**src/rtl/dbus_demux3.sv**
```systemverilog
// ============================================================================
// dbus_demux3 : routes one core load/store at a time to DMEM, MMIO or timer
// Revision    : 1.0  initial release
// ============================================================================
`default_nettype none

module dbus_demux3 #(
    parameter logic [31:0] T0_BASE = 32'h0000_0000,
    parameter logic [31:0] T0_MASK = 32'hF000_0000,
    parameter logic [31:0] T1_BASE = 32'h1000_0000,
    parameter logic [31:0] T1_MASK = 32'hF000_0000,
    parameter logic [31:0] T2_BASE = 32'h2000_0000,
    parameter logic [31:0] T2_MASK = 32'hFFFF_F000,
    parameter int          TIMEOUT = 16
) (
    input  logic        clk,
    input  logic        rstn,
    input  logic        m_req_valid,
    output logic        m_req_ready,
    input  logic [31:0] m_addr,
    input  logic        m_we,
    input  logic [3:0]  m_wstrb,
    input  logic [31:0] m_wdata,
    output logic        m_resp_valid,
    output logic [31:0] m_resp_rdata,
    output logic        m_resp_err,
    output logic [2:0]  s_req_valid,
    input  logic [2:0]  s_req_ready,
    output logic [31:0] s_addr,
    output logic        s_we,
    output logic [3:0]  s_wstrb,
    output logic [31:0] s_wdata,
    input  logic [2:0]  s_resp_valid,
    input  logic [95:0] s_rdata
);

    localparam int CNT_W = $clog2(TIMEOUT) + 1;
    localparam logic [CNT_W-1:0] CNT_LAST = CNT_W'(TIMEOUT - 1);

    localparam logic [1:0] S_IDLE  = 2'd0;
    localparam logic [1:0] S_ISSUE = 2'd1;
    localparam logic [1:0] S_WAIT  = 2'd2;
    localparam logic [1:0] S_ERR   = 2'd3;

    logic [1:0]       state_q, state_d;
    logic [1:0]       sel_q, sel_d;
    logic [CNT_W-1:0] cnt_q, cnt_d;
    logic [31:0]      s_addr_q, s_addr_d;
    logic             s_we_q, s_we_d;
    logic [3:0]       s_wstrb_q, s_wstrb_d;
    logic [31:0]      s_wdata_q, s_wdata_d;
    logic             m_resp_valid_q, m_resp_valid_d;
    logic             m_resp_err_q, m_resp_err_d;
    logic [31:0]      m_resp_rdata_q, m_resp_rdata_d;

    logic             hit0, hit1, hit2;
    logic [2:0]       sel_onehot;
    logic             tgt_req_ready;
    logic             tgt_resp_valid;
    logic [31:0]      tgt_rdata;

    assign hit0 = (m_addr & T0_MASK) == T0_BASE;
    assign hit1 = (m_addr & T1_MASK) == T1_BASE;
    assign hit2 = (m_addr & T2_MASK) == T2_BASE;

    // Selected-target views; sel_q == 3 never occurs but decodes to "no target".
    always_comb begin
        sel_onehot     = 3'b000;
        tgt_req_ready  = 1'b0;
        tgt_resp_valid = 1'b0;
        tgt_rdata      = 32'h0;
        case (sel_q)
            2'd0: begin
                sel_onehot     = 3'b001;
                tgt_req_ready  = s_req_ready[0];
                tgt_resp_valid = s_resp_valid[0];
                tgt_rdata      = s_rdata[31:0];
            end
            2'd1: begin
                sel_onehot     = 3'b010;
                tgt_req_ready  = s_req_ready[1];
                tgt_resp_valid = s_resp_valid[1];
                tgt_rdata      = s_rdata[63:32];
            end
            2'd2: begin
                sel_onehot     = 3'b100;
                tgt_req_ready  = s_req_ready[2];
                tgt_resp_valid = s_resp_valid[2];
                tgt_rdata      = s_rdata[95:64];
            end
            default: ;
        endcase
    end

    always_comb begin
        state_d        = state_q;
        sel_d          = sel_q;
        cnt_d          = cnt_q;
        s_addr_d       = s_addr_q;
        s_we_d         = s_we_q;
        s_wstrb_d      = s_wstrb_q;
        s_wdata_d      = s_wdata_q;
        m_resp_valid_d = 1'b0;
        m_resp_err_d   = m_resp_err_q;
        m_resp_rdata_d = m_resp_rdata_q;
        case (state_q)
            S_IDLE: begin
                if (m_req_valid) begin
                    s_addr_d  = m_addr;
                    s_we_d    = m_we;
                    s_wstrb_d = m_wstrb;
                    s_wdata_d = m_wdata;
                    cnt_d     = '0;
                    if (hit0) begin
                        sel_d   = 2'd0;
                        state_d = S_ISSUE;
                    end else if (hit1) begin
                        sel_d   = 2'd1;
                        state_d = S_ISSUE;
                    end else if (hit2) begin
                        sel_d   = 2'd2;
                        state_d = S_ISSUE;
                    end else begin
                        state_d = S_ERR;
                    end
                end
            end
            S_ISSUE: begin
                cnt_d = cnt_q + 1'b1;
                if (cnt_q == CNT_LAST) begin
                    state_d        = S_IDLE;
                    m_resp_valid_d = 1'b1;
                    m_resp_err_d   = 1'b1;
                    m_resp_rdata_d = 32'h0;
                end else if (tgt_req_ready) begin
                    state_d = S_WAIT;
                end
            end
            S_WAIT: begin
                cnt_d = cnt_q + 1'b1;
                // A response on the final counted cycle beats the timeout.
                if (tgt_resp_valid) begin
                    state_d        = S_IDLE;
                    m_resp_valid_d = 1'b1;
                    m_resp_err_d   = 1'b0;
                    m_resp_rdata_d = tgt_rdata;
                end else if (cnt_q == CNT_LAST) begin
                    state_d        = S_IDLE;
                    m_resp_valid_d = 1'b1;
                    m_resp_err_d   = 1'b1;
                    m_resp_rdata_d = 32'h0;
                end
            end
            default: begin
                state_d        = S_IDLE;
                m_resp_valid_d = 1'b1;
                m_resp_err_d   = 1'b1;
                m_resp_rdata_d = 32'h0;
            end
        endcase
    end

    always_ff @(posedge clk or negedge rstn) begin
        if (!rstn) begin
            state_q        <= S_IDLE;
            sel_q          <= 2'd0;
            cnt_q          <= '0;
            s_addr_q       <= 32'h0;
            s_we_q         <= 1'b0;
            s_wstrb_q      <= 4'h0;
            s_wdata_q      <= 32'h0;
            m_resp_valid_q <= 1'b0;
            m_resp_err_q   <= 1'b0;
            m_resp_rdata_q <= 32'h0;
        end else begin
            state_q        <= state_d;
            sel_q          <= sel_d;
            cnt_q          <= cnt_d;
            s_addr_q       <= s_addr_d;
            s_we_q         <= s_we_d;
            s_wstrb_q      <= s_wstrb_d;
            s_wdata_q      <= s_wdata_d;
            m_resp_valid_q <= m_resp_valid_d;
            m_resp_err_q   <= m_resp_err_d;
            m_resp_rdata_q <= m_resp_rdata_d;
        end
    end

    assign m_req_ready  = (state_q == S_IDLE);
    assign s_req_valid  = (state_q == S_ISSUE) ? sel_onehot : 3'b000;
    assign s_addr       = s_addr_q;
    assign s_we         = s_we_q;
    assign s_wstrb      = s_wstrb_q;
    assign s_wdata      = s_wdata_q;
    assign m_resp_valid = m_resp_valid_q;
    assign m_resp_err   = m_resp_err_q;
    assign m_resp_rdata = m_resp_rdata_q;

endmodule

`default_nettype wire

```
**config.mk**
```make
export PLATFORM = sky130hd
export DESIGN_NAME = dbus_demux3
export DESIGN_NICKNAME = d
export VERILOG_FILES = /design/src/rtl/dbus_demux3.sv
export SDC_FILE = /design/constraint.sdc
export NUM_CORES = 1
export LEC_CHECK = 0
export CORE_MARGIN = 5
export CORE_UTILIZATION = 40
export CTS_BUF_LIST = sky130_fd_sc_hd__clkbuf_4 sky130_fd_sc_hd__clkbuf_8
export DETAILED_ROUTE_END_ITERATION = 10
export PLACE_DENSITY = 0.92
export SYNTH_ARGS = -nofsm -noshare
export SYNTH_HDL_FRONTEND = slang
export SYNTH_SLANG_ARGS = --single-unit
```
**constraint.sdc**
```tcl
create_clock -name clk -period 2.4 [get_ports clk]
set_input_delay 0.48 -clock clk [delete_from_list [all_inputs] [get_ports clk]]
set_output_delay 0.48 -clock clk [all_outputs]
set_load 0.05 [all_outputs]
```
# Word level (Yosys, flattened, before mapping)
# Cells that the tools add are included.
dict set report op_classes {
  mux 28
  n_reduce_logical 10
  eq_ne 10
  add_sub_neg 1
}
# op count
set ops {}
lappend ops {{$pmux W32 S3} 2}
lappend ops {{$mux W32} 2}
lappend ops {{$logic_not A32 Y1} 1}
lappend ops {{$mux W2} 11}
lappend ops {{$eq A20 B18 Y1 const B} 1}
lappend ops {{$pmux W1 S3} 4}
lappend ops {{$pmux W5 S2} 1}
lappend ops {{$pmux W3 S3} 1}
lappend ops {{$ne A3 B3 Y1 const B} 2}
lappend ops {{$pmux W2 S3} 1}
lappend ops {{$reduce_and A3 Y1} 2}
lappend ops {{$add A5 B1 Y5 const B} 1}
lappend ops {{$eq A5 B4 Y1 const B} 1}
lappend ops {{$mux W5} 1}
lappend ops {{$eq A2 B1 Y1 const B} 2}
lappend ops {{$eq A2 B2 Y1 const B} 2}
lappend ops {{$eq A4 B1 Y1 const B} 1}
lappend ops {{$logic_not A2 Y1} 2}
lappend ops {{$mux W1} 4}
lappend ops {{$reduce_and A2 Y1} 2}
lappend ops {{$mux W3} 1}
lappend ops {{$reduce_bool A3 Y1} 1}
lappend ops {{$ne A2 B2 Y1 const B} 1}
lappend ops {{$reduce_bool A2 Y1} 1}
lappend ops {{$reduce_or A2 Y1} 1}
dict set report word_totals {
  register_bits 112
  wordCells 59
  in_bits 174
}

# Depth between registers and ports, before layout
dict set report depth {
  depth_word 6
  depth_mapped 8
}

# Worst setup path before layout
# No wires, ideal clock.
dict set report synth_timing {
  path_type {reg2out}
  startpoint {reg sel_q[1]}
  endpoint {out s_req_valid[0]}
  arrival_ns 2.004
  slack_ns -0.084
  path_buffers 3
  path_stages_with_launch 5
  cell_sequence {dfrtp_1 buf_6 buf_4 buf_2 nor3b_1}
}
dict set report synth_between {
  elab_chain_len 3
  elab_cells_between_ends 5
  classes_between {eq/ne (2); mux (2); reduce/logical (1)}
}
# item line
set synth_rtl {}
lappend synth_rtl {{start: declaration} 46} ;# logic [1:0] sel_q, sel_d;
lappend synth_rtl {{start signal: assignment} 177} ;# sel_q <= sel_d;
lappend synth_rtl {{$eq A2 B2 Y1, or another cell as far along} 72} ;# case (sel_q)
lappend synth_rtl {{$pmux W3 S3 (*)} 72}
lappend synth_rtl {{$mux W3 (*)} 190} ;# assign s_req_valid = (state_q == S_ISSUE) ? sel_onehot : 3'b000;
lappend synth_rtl {{end: declaration} 27} ;# output logic [2:0] s_req_valid,
# Every way passes the cells marked *; elsewhere a longest branch is shown, timed or not.

# Worst setup path after layout
dict set report layout_timing {
  startpoint {reg state_q[1]}
  endpoint {out s_req_valid[1]}
}
dict set report layout_between {
  elab_chain_len 2
}
# item line
set layout_rtl {}
lappend layout_rtl {{start: declaration} 45} ;# logic [1:0] state_q, state_d;
lappend layout_rtl {{start signal: assignment} 176} ;# state_q <= state_d;
lappend layout_rtl {{$eq A2 B1 Y1} 190}
lappend layout_rtl {{$mux W3} 190}
# No other way between the ends.

==> metrics.txt <==
largest net degree at the start of global routing 55; initial antenna violation count 0; via count 4407; CTS tree yes; Post-synth ARST share 100%; antenna-violating nets left 0; Post-Synth XOR/XNOR Area 0%; Crit Path Class reg2out; minimum clock period 2.27 ns; Synth warnings 0; GRT Overall Usage 21.1%; drt via density 5.08; Worst Clk Skew 0.0131 ns; largest family of logic cells by synthesized area multiplexers; clock slew at reported path FFs 0.10 ns; Post-DP HPWL 12800 microns; Starting Density 40.8%; Post-Synth Adder-Cell Area 1.46%; CTS Hold Buffers Added 0; CP Data Required Time between 1.5 and 2 ns; drt first pass iters 4; Yosys cell types 40; Skew-Pair Late Insertion Delay 0.38 ns; EDFF count, synth 0; Synth Area in Compound Gates 12.4%; Psw 5.52 mW; multiplexer share of the synthesized area between 20% and 30%; FF-to-FF setup slack roughly 0.4 ns; Switching Fraction about half; gr ovfl total 0; simple-gate share of the synthesized area between 6 and 7%; Rows 41; Setup Buffers After CTS 0; cell area after synthesis ~5100 sq um; Slew HR 57.1%; combinational group share of total power 62.1%; endpoints failing hold 0; initial drt markers 219; net count after synthesis 597; Pwr Density approximately 1300 nW/um^2; fillers 917; Routed WL per cell between 15 and 20 microns; root buffer cell clkbuf_8; footprint of the multi-input gates ~2200 sq um; Worst VDD drop 995 uV; LEAKAGE about 3.4 nW; Finish-stage setup viols 0; area of all sequential standard cells 2800 sq um; register area share after synthesis 54.4%; final slew viol count 0; final worst path period share between 90% and 100%; Synth Flop Type dfrtp_1; final WL 16500 microns; max cap viols 0; core area 12600 sq um; Layout area overhead 61.6%; PortBufs 280; reg2reg end m_resp_rdata[25]$_DFFE_PN0N_; DRC viols 0; clock share of power 9.9%; sequential power share 28.0%; Clock Path Buffers 2; Least-Margin Pin Slew 0.641 ns; Reg2Reg Launch Point sel_q[1]$_DFFE_PN0P_; status completed; flops & latches, synth 112; crit path launch type flip-flop; RSZ-0062 raised after global routing false; vias in the first global route 4722; I/O pin count 281; Clock Sinks 112; Antenna Cells 0; Max Fanout on Critical Path 6; share of layout cells above drive strength 1 15.7%; internal power 5.71 mW; final net count slightly below 900; highest clock rate 441 MHz; Num CTS Buffers 9; synth top area cells dfrtp_1, mux2_2, mux2i_1; CP Capture Type primary output; arrival time at the worst endpoint 1.79 ns; Yosys top cell area share between 50 and 60%; Avg Inst Size Synth 12.3 sq um; Reg2Reg Depth 5; H-tree levels 3; post-synth top area cell dfrtp_1; global-route wire length before repair 24800 microns; die area 15200 sq um; Final Wtd Congestion 0.828; synthesized instance count 417; chip width 123 microns; min-delay worst type in2async; Final Power 11.2 mW; die height between 100 and 150 microns; Final Core Density between 60% and 70%
## power by group through the flow
stage	clock network [mW]	registers (mW)	logic (mW)
2_1_floorplan	0	5.76	1.94
3_3_place_gp	0	3.11	6.85
3_5_place_dp	0	3.17	7.00
4_1_cts	1.14	3.14	7.02
5_1_grt	1.22	3.25	7.31
6_report	1.11	3.14	6.97
## cells in the mapped netlist (all sizes together), types with 2 or more instances
master	n
o31ai	2
nor2	4
a31oi	2
nor3b	2
and3	2
a21o	2
nand2b	5
buf	18
a22o	33
nor3	4
clkbuf	9
mux2	71
ha	6
nand2	44
inv	8
dfrtp	112
nor4	4
mux2i	33
nand3	2
o21ai	37
a21oi	7
## through the flow
step | setup slack (ns) | area [sq um] | cells | hold WS, ns | setup TNS (ns)
6_report | 0.135 | 8320 | 867 | 0.0265 | 0
5_1_grt | 0.0353 | 8320 | 867 | 0.0448 | 0
4_1_cts | 0.0469 | 8320 | 867 | 0.0168 | 0
3_5_place_dp | -0.0390 | 8130 | 851 | 0.453 | -0.0390
3_3_place_gp | 0.00699 | 8130 | 851 | 0.436 | 0
2_1_floorplan | -0.0836 | 5150 | 417 | 0.184 | -0.167
## area by class of cell
type | instances | area share [%]
Multi-Input combinational cell | 270 | 26.1
Tap cell | 172 | 2.59
Clock inverter | 4 | 0.436
Inverter | 8 | 0.361
Timing Repair Buffer | 289 | 34.9
Clock buffer | 12 | 1.83
Sequential cell | 112 | 33.7
## placed cells by master, fill, tap and decap left out, types with 6 or more instances in the layout
cell / netlist / layout
mux2_2: 70 / 70
clkbuf_8: 0 / 10
nand2_1: 44 / 43
ha_1: 6 / 6
a21oi_1: 6 / 6
mux2i_1: 33 / 33
clkdlybuf4s50_1: 0 / 275
a22o_1: 33 / 33
inv_1: 8 / 8
o21ai_0: 36 / 36
dfrtp_1: 112 / 111
buf_4: 2 / 10
## layer usage
| layer | up-vias | share of wire [%] | global-route usage (%) |
|---|---|---|---|
| li1 | 2046 | - | - |
| met2 | 226 | 49 | 35.6 |
| met3 | 16 | 12 | 8.55 |
| met4 | 0 | 1.5 | 6.85 |
| met5 | - | 0 | 0 |
| met1 | 2119 | 37 | 24.5 |
## kinds of logic (layout without fill, tap and decap cells)
family                     Yosys count  in the layout
AOI/OAI and AO/OA                   90             90
adders and majority gates            6              6
buffers and inverters               35            313
DFF                                112            112
muxes                              104            104
and+or+nand+nor                     70             70
## worst max path at each step
stage | cells after the start | slack (ns) | from | endpoint
floorplan | 4 | -0.08 | sel_q[1]$_DFFE_PN0P_ | s_req_valid[0]
global placement | 6 | 0.007 | m_addr[15] | state_q[1]$_DFFE_PN0P_
detailed placement | 6 | -0.04 | m_addr[15] | state_q[1]$_DFFE_PN0P_
CTS | 4 | 0.05 | state_q[1]$_DFFE_PN0P_ | s_req_valid[0]
global route | 4 | 0.04 | state_q[1]$_DFFE_PN0P_ | s_req_valid[1]
finish | 4 | 0.13 | state_q[1]$_DFFE_PN0P_ | s_req_valid[1]
## worst max-delay path: stages, from the launching register on
cell	delay [ns]
dfrtp_1	0.43
inv_1	0.12
ha_1	0.31
nor3b_1	0.37
buf_12	0.19
## registers in the layout (all words and copies together) (netlist names), 2 cells and up
name          count
state_q           2
s_addr           32
s_wdata          32
sel_q             2
s_wstrb           4
cnt_q             5
m_resp_rdata     32
## repair_timing
action | 4_1_cts | 5_1_grt
endpoints found under the setup margin | 0 | 1
endpoints found under the hold margin | 0 | 0
resized for setup | 0 | 1
No activity file was read; power rests on OpenSTA's default activity.
==> variant 1: new RTL, config.mk and constraints unchanged <==
Reset style: synchronous (`rstn`), changed in one clocked block.
--- a/src/rtl/dbus_demux3.sv
+++ b/src/rtl/dbus_demux3.sv
@@ -162,3 +162,3 @@
 
-    always_ff @(posedge clk or negedge rstn) begin
+    always_ff @(posedge clk) begin
         if (!rstn) begin
Check against the original RTL: differs if rstn is asserted again (counterexample within 4 cycles, from zero or initial values and one cycle with rstn low); with rstn held inactive, the same outputs for 4 cycles.
==> variant 1 against the unedited design <==
Clock skew decreased by 7.4 ps. Non-clock buffer count up 3. Wire length is 3.0% higher. Sequential cell count did not move. Setup slack improved by 87 ps. Register-to-register slack improved by 50 ps. Via count up 15%. Cell area decreased by 2.7%. Area after synthesis is 3.0% lower. Critical path depth down 1. Synthesized cell count is 39% higher. Global-route usage increased by 1.0 points. Critical endpoint unchanged.
Power is not compared: it rests on default switching activity, and its combinational part moved more than twofold at a synthesized area within 25%.
==> variant 1: results (changes against the unedited design) <==
[run_status]
status=complete, no violations

[setup_path]
cpPeakStageDelay_ps=520  ; +90 ps
worstPathArrival_ps=1700  ; -90 ps
reg2regPathDepth=7  ; +2
timing.critical_path.max_delay_family=buffers and inverters
critical_path_peak_fanout=35  ; +29
timing.critical_path.slowest_stage_cell=sky130_fd_sc_hd__dfxtp_1

[logic_synthesis]
proportion_of_synthesized_chip_area_in_sequential_cells_pct=44.88  ; -9.5 points
yosys-top-cells-area=sky130_fd_sc_hd__dfxtp_1 45%, sky130_fd_sc_hd__nand2_1 13%, sky130_fd_sc_hd__a21boi_0 11%
syn_avg_cell_area_um2=8.644  ; -30%
synth_flop_cell=sky130_fd_sc_hd__dfxtp_1
synth.net_count=758  ; +27%
synth-async-reset-ratio_pct=0  ; -100 points
synth_commonest_cells=177 x sky130_fd_sc_hd__nand2_1, 112 x sky130_fd_sc_hd__dfxtp_1, 74 x sky130_fd_sc_hd__a21boi_0, 37 x sky130_fd_sc_hd__o21ai_0, 33 x sky130_fd_sc_hd__mux2i_1
synth.distinct_cells=41  ; +2.5%

[global_route]
grt_first_pass_wirelength_um=25780  ; +3.9%
first_global_vias=5044  ; +6.8%
largest_net_degree_at_the_start_of_global_routing=50  ; -9.1%
grtUsageTotal_pct=22.13  ; +1.0 points

[placed_design]
io_buffer_count=280  ; unchanged
placed_cells=993  ; +17%
dp_hpwl_um=13320  ; +3.7%
place.gp.congestion=0.7863  ; -5.0%
post-place-ws_ps=242.4  ; +281.4 ps

[route]
avgViaCountPerCell=5.013  ; -1.4%
total_routed_wirelength_um=16980  ; +3.0%
wire_per_inst_um=16.86  ; -11%
drt_pass1_iterations=4  ; unchanged
drt_first_iter_violations=269  ; +23%

[cts]
path_clk_slew_ps=90
post_cts_buffers=0  ; unchanged
htree_levels=3  ; unchanged
worst_skew_pair.late_latency_ps=380  ; about the same

[timing]
fin_clk_skew_ps=5.646  ; -7.417 ps
worst_slew_pin_slew_ps=550.4  ; -90.40 ps
setup_total_negative_slack_ps=0  ; unchanged

[cells_and_area]
final_layout_size_suffix_gt1_share_pct=5.244  ; -10 points
antennaDiodeCount=0  ; unchanged
layout.filler_cells=977  ; +6.5%
finalNetCount=1016  ; +17%

[power_and_ir_drop]
worst_ir_drop_vdd_mv=0.4640

[hold_path]
hp-class=reg2reg

## variant 1: final timing paths
path | start | to | slack, ps
setup / recovery | sel_q[1]$_SDFFE_PN0P_ | s_req_valid[1] | 220
hold / removal | s_wdata[24]$_SDFFE_PN0P_ | s_wdata[24]$_SDFFE_PN0P_ | 460
hold reg to reg | s_wdata[24]$_SDFFE_PN0P_ | s_wdata[24]$_SDFFE_PN0P_ | 460
setup reg to reg | state_q[0]$_SDFFE_PN0P_ | m_resp_rdata[15]$_SDFFE_PN0N_ | 440
## variant 1: kinds of logic after synthesis
kind of cell	after synthesis	share of synthesized area, %
AO/OA/AOI/OAI	161	23.62
adder cells (fa/ha/maj)	6	1.503
buffers and inverters	49	4.758
flip-flops	112	44.88
multiplexers	34	7.062
AND/OR/NAND/NOR	216	18.18
## variant 1: worst min-delay path: stages, from the launching register on
cell and delay [ps]:
sky130_fd_sc_hd__dfxtp_1 320, sky130_fd_sc_hd__nand2_1 40, sky130_fd_sc_hd__a21boi_0 60
## variant 1: report_power, final
part           leakage, nW  internal (W)  switching [W]
Clock                0.102      0.000545       0.000621
Combinational         1.86      0.000937        0.00156
Sequential           0.913       0.00208       0.000127
Total                 2.87       0.00357        0.00231
## variant 1: metrics by stage
| stage | util (%) | total power (W) | area, um^2 |
|---|---|---|---|
| 2_1_floorplan | - | 0.003812 | 5001 |
| 3_3_place_gp | 65.22 | 0.004739 | 7899 |
| 3_5_place_dp | 65.22 | 0.004775 | 7899 |
| 4_1_cts | 66.85 | 0.005952 | 8097 |
| 5_1_grt | 66.85 | 0.006199 | 8097 |
| 6_report | 66.85 | 0.005877 | 8097 |
## variant 1: per-layer routing
metal / wire (um) / global-route usage (%) / vias up
li1: - / - / 2487
met1: 6227 / 22.74 / 2319
met2: 8379 / 39.16 / 214
met3: 1943 / 9.981 / 28
met4: 433 / 8.894 / 0
met5: 0 / 0 / -
## variant 1: final cells by class
| type | instances | area share (%) |
|---|---|---|
| timing repair buffer | 292 | 35.85 |
| clock inverter | 2 | 0.4791 |
| inverter | 4 | 0.1854 |
| multi-input combinational | 417 | 31.22 |
| clock buffer | 12 | 1.963 |
| tap | 168 | 2.596 |
| sequential | 112 | 27.71 |
==> variant 2: new RTL, config.mk and constraints unchanged <==
Without the edit above. Set the parameter `TIMEOUT` to 32 (it was 16).
--- a/src/rtl/dbus_demux3.sv
+++ b/src/rtl/dbus_demux3.sv
@@ -13,3 +13,3 @@
     parameter logic [31:0] T2_MASK = 32'hFFFF_F000,
-    parameter int          TIMEOUT = 16
+    parameter int          TIMEOUT = 32
 ) (
Formal check against the unedited RTL: no difference found for any inputs over 4 cycles, from zero or initial values and one cycle with rstn low; that may be too few to reach the edited logic, so the function may still have changed.
==> variant 2 against the unedited design <==
Cell area up 2.8%. Largest power group unchanged. Setup slack better by 63 ps. Largest cell class unchanged. Power is 5.9% higher. Sequential cell count is 1 higher. Non-clock buffer count increased by 2. Sequential power rose by 2%. Area after synthesis shrank 0.12%. Synthesized cell count shrank 1.7%. Wire length increased by 2.5%.
==> variant 2: results (changes against the unedited design) <==
[run_status]
status=complete, no violations

[timing]
fin_clk_skew_ps=11.42  ; -1.645 ps
worst_slew_pin_slew_ps=581.2  ; -59.51 ps

[setup_path]
timing.critical_path.slowest_stage_cell=sky130_fd_sc_hd__dfrtp_1
category_of_the_critical_setup_timing_path=reg2out
critical_path_peak_fanout=7  ; +1
worstPathArrival_ps=1720  ; -70 ps
timing.critical_path.max_delay_family=flip-flops
worst_r2r_startpoint=state_q[1]$_DFFE_PN0P_
cpPeakStageDelay_ps=400  ; -30 ps

[logic_synthesis]
synth_commonest_cells=113 x sky130_fd_sc_hd__dfrtp_1, 70 x sky130_fd_sc_hd__mux2_2, 41 x sky130_fd_sc_hd__nand2_1, 37 x sky130_fd_sc_hd__a22o_1, 36 x sky130_fd_sc_hd__mux2i_1
synth.distinct_cells=36  ; -10%
postSynthCellCount=410  ; -1.7%
yosys-top-cells-area=sky130_fd_sc_hd__dfrtp_1 55%, sky130_fd_sc_hd__mux2_2 15%, sky130_fd_sc_hd__mux2i_1 7.0%
synth.net_count=589  ; -1.3%
proportion_of_synthesized_chip_area_in_sequential_cells_pct=54.97  ; +0.55 points
synth-async-reset-ratio_pct=100.0  ; unchanged
ys.warnings.count=0  ; unchanged

[route]
total_routed_wirelength_um=16890  ; +2.5%
avgViaCountPerCell=5.120  ; +0.72%
drt_pass1_iterations=4  ; unchanged
drt_first_iter_violations=280  ; +28%
wire_per_inst_um=19.24  ; +1.2%
ant_nets=0  ; unchanged

[cells_and_area]
layout.filler_cells=926  ; +0.98%
finalNetCount=871  ; +0.11%
final_layout_size_suffix_gt1_share_pct=18.04  ; +2.4 points

[placed_design]
dp_hpwl_um=13100  ; +2.1%
place.gp.congestion=0.8021  ; -3.1%
io_buffer_count=280  ; unchanged
placed_cells=845  ; -0.71%

[cts]
path_clk_slew_ps=70  ; -30 ps
clock_path_buffers=2  ; unchanged
root_buffer=sky130_fd_sc_hd__clkbuf_8
htree_levels=4  ; +1
post_cts_buffers=0  ; unchanged
cts_resized=0  ; unchanged
worst_skew_pair.late_latency_ps=430  ; +50 ps
numCtsBuffers=17  ; +8

[global_route]
largest_net_degree_at_the_start_of_global_routing=49  ; -11%
first_global_vias=4988  ; +5.6%
grtUsageTotal_pct=22.44  ; +1.3 points
antenna_found_initial=2  ; +2
grt_first_pass_wirelength_um=25970  ; +4.7%

[hold_path]
hp-class=in2async

[power_and_ir_drop]
worst_ir_drop_vdd_mv=1.113  ; +12%
p_leak_nw=3.522  ; +3.2%

## variant 2: worst paths after layout
check,to,slack [ps],cells after the start
max,s_req_valid[0],200,4
min,m_resp_rdata[10]$_DFFE_PN0N_,40,1
max reg2reg,cnt_q[4]$_DFFE_PN0P_,380,8
min reg2reg,m_resp_rdata[14]$_DFFE_PN0N_,500,1
max in group asynchronous,s_addr[1]$_DFFE_PN0P_,1700,2
min in group clk,m_resp_rdata[14]$_DFFE_PN0N_,500,1
## variant 2: kinds of logic after synthesis
family	after synthesis	share of synthesized area [%]
buffers and inverters	30	2.992
DFF	113	54.97
adders and majority gates	5	1.216
muxes	106	22.33
and+or+nand+nor	69	6.349
AOI/OAI and AO/OA	87	12.14
## variant 2: final cells by class
| cell class | count | area, um^2 | share of cell area (%) |
|---|---|---|---|
| timing repair buffer | 291 | 2948 | 34.47 |
| sequential | 113 | 2829 | 33.08 |
| multi-input combinational | 267 | 2177 | 25.46 |
| clock buffer | 25 | 312.8 | 3.658 |
| tap | 172 | 215.2 | 2.516 |
| clock inverter | 6 | 57.56 | 0.6730 |
| inverter | 2 | 7.507 | 0.08778 |
| antenna | 2 | 5.005 | 0.05852 |
## variant 2: per-stage QoR
stage | hold slack (ps) | utilization (%) | setup slack, ps | cell area, um^2
after floorplan | 184.4 | - | 217.7 | 5149
after global placement | 486.3 | 64.79 | 256.9 | 8177
after detailed placement | 492.0 | 64.79 | 223.8 | 8177
after CTS | 30.31 | 67.73 | 169.9 | 8547
after global routing | 49.04 | 67.77 | 83.29 | 8552
final | 41.38 | 67.77 | 197.8 | 8552
## variant 2: routing by layer
| layer | GRT usage (%) | vias to the layer above | part of all wire [%] |
|---|---|---|---|
| met5 | 0 | - | 0 |
| met4 | 10.93 | 0 | 3.1 |
| met3 | 9.469 | 40 | 10 |
| met2 | 36.94 | 217 | 49 |
| met1 | 25.04 | 2178 | 37 |
| li1 | - | 2060 | - |
## variant 2: where the power goes
part           switching, W  total (W)  leakage [nW]  internal, W
Clock              0.000740    0.00168         0.197     0.000945
Combinational       0.00438    0.00700          1.91      0.00262
Sequential         0.000483    0.00320          1.41      0.00272
Total               0.00560     0.0119          3.52      0.00629
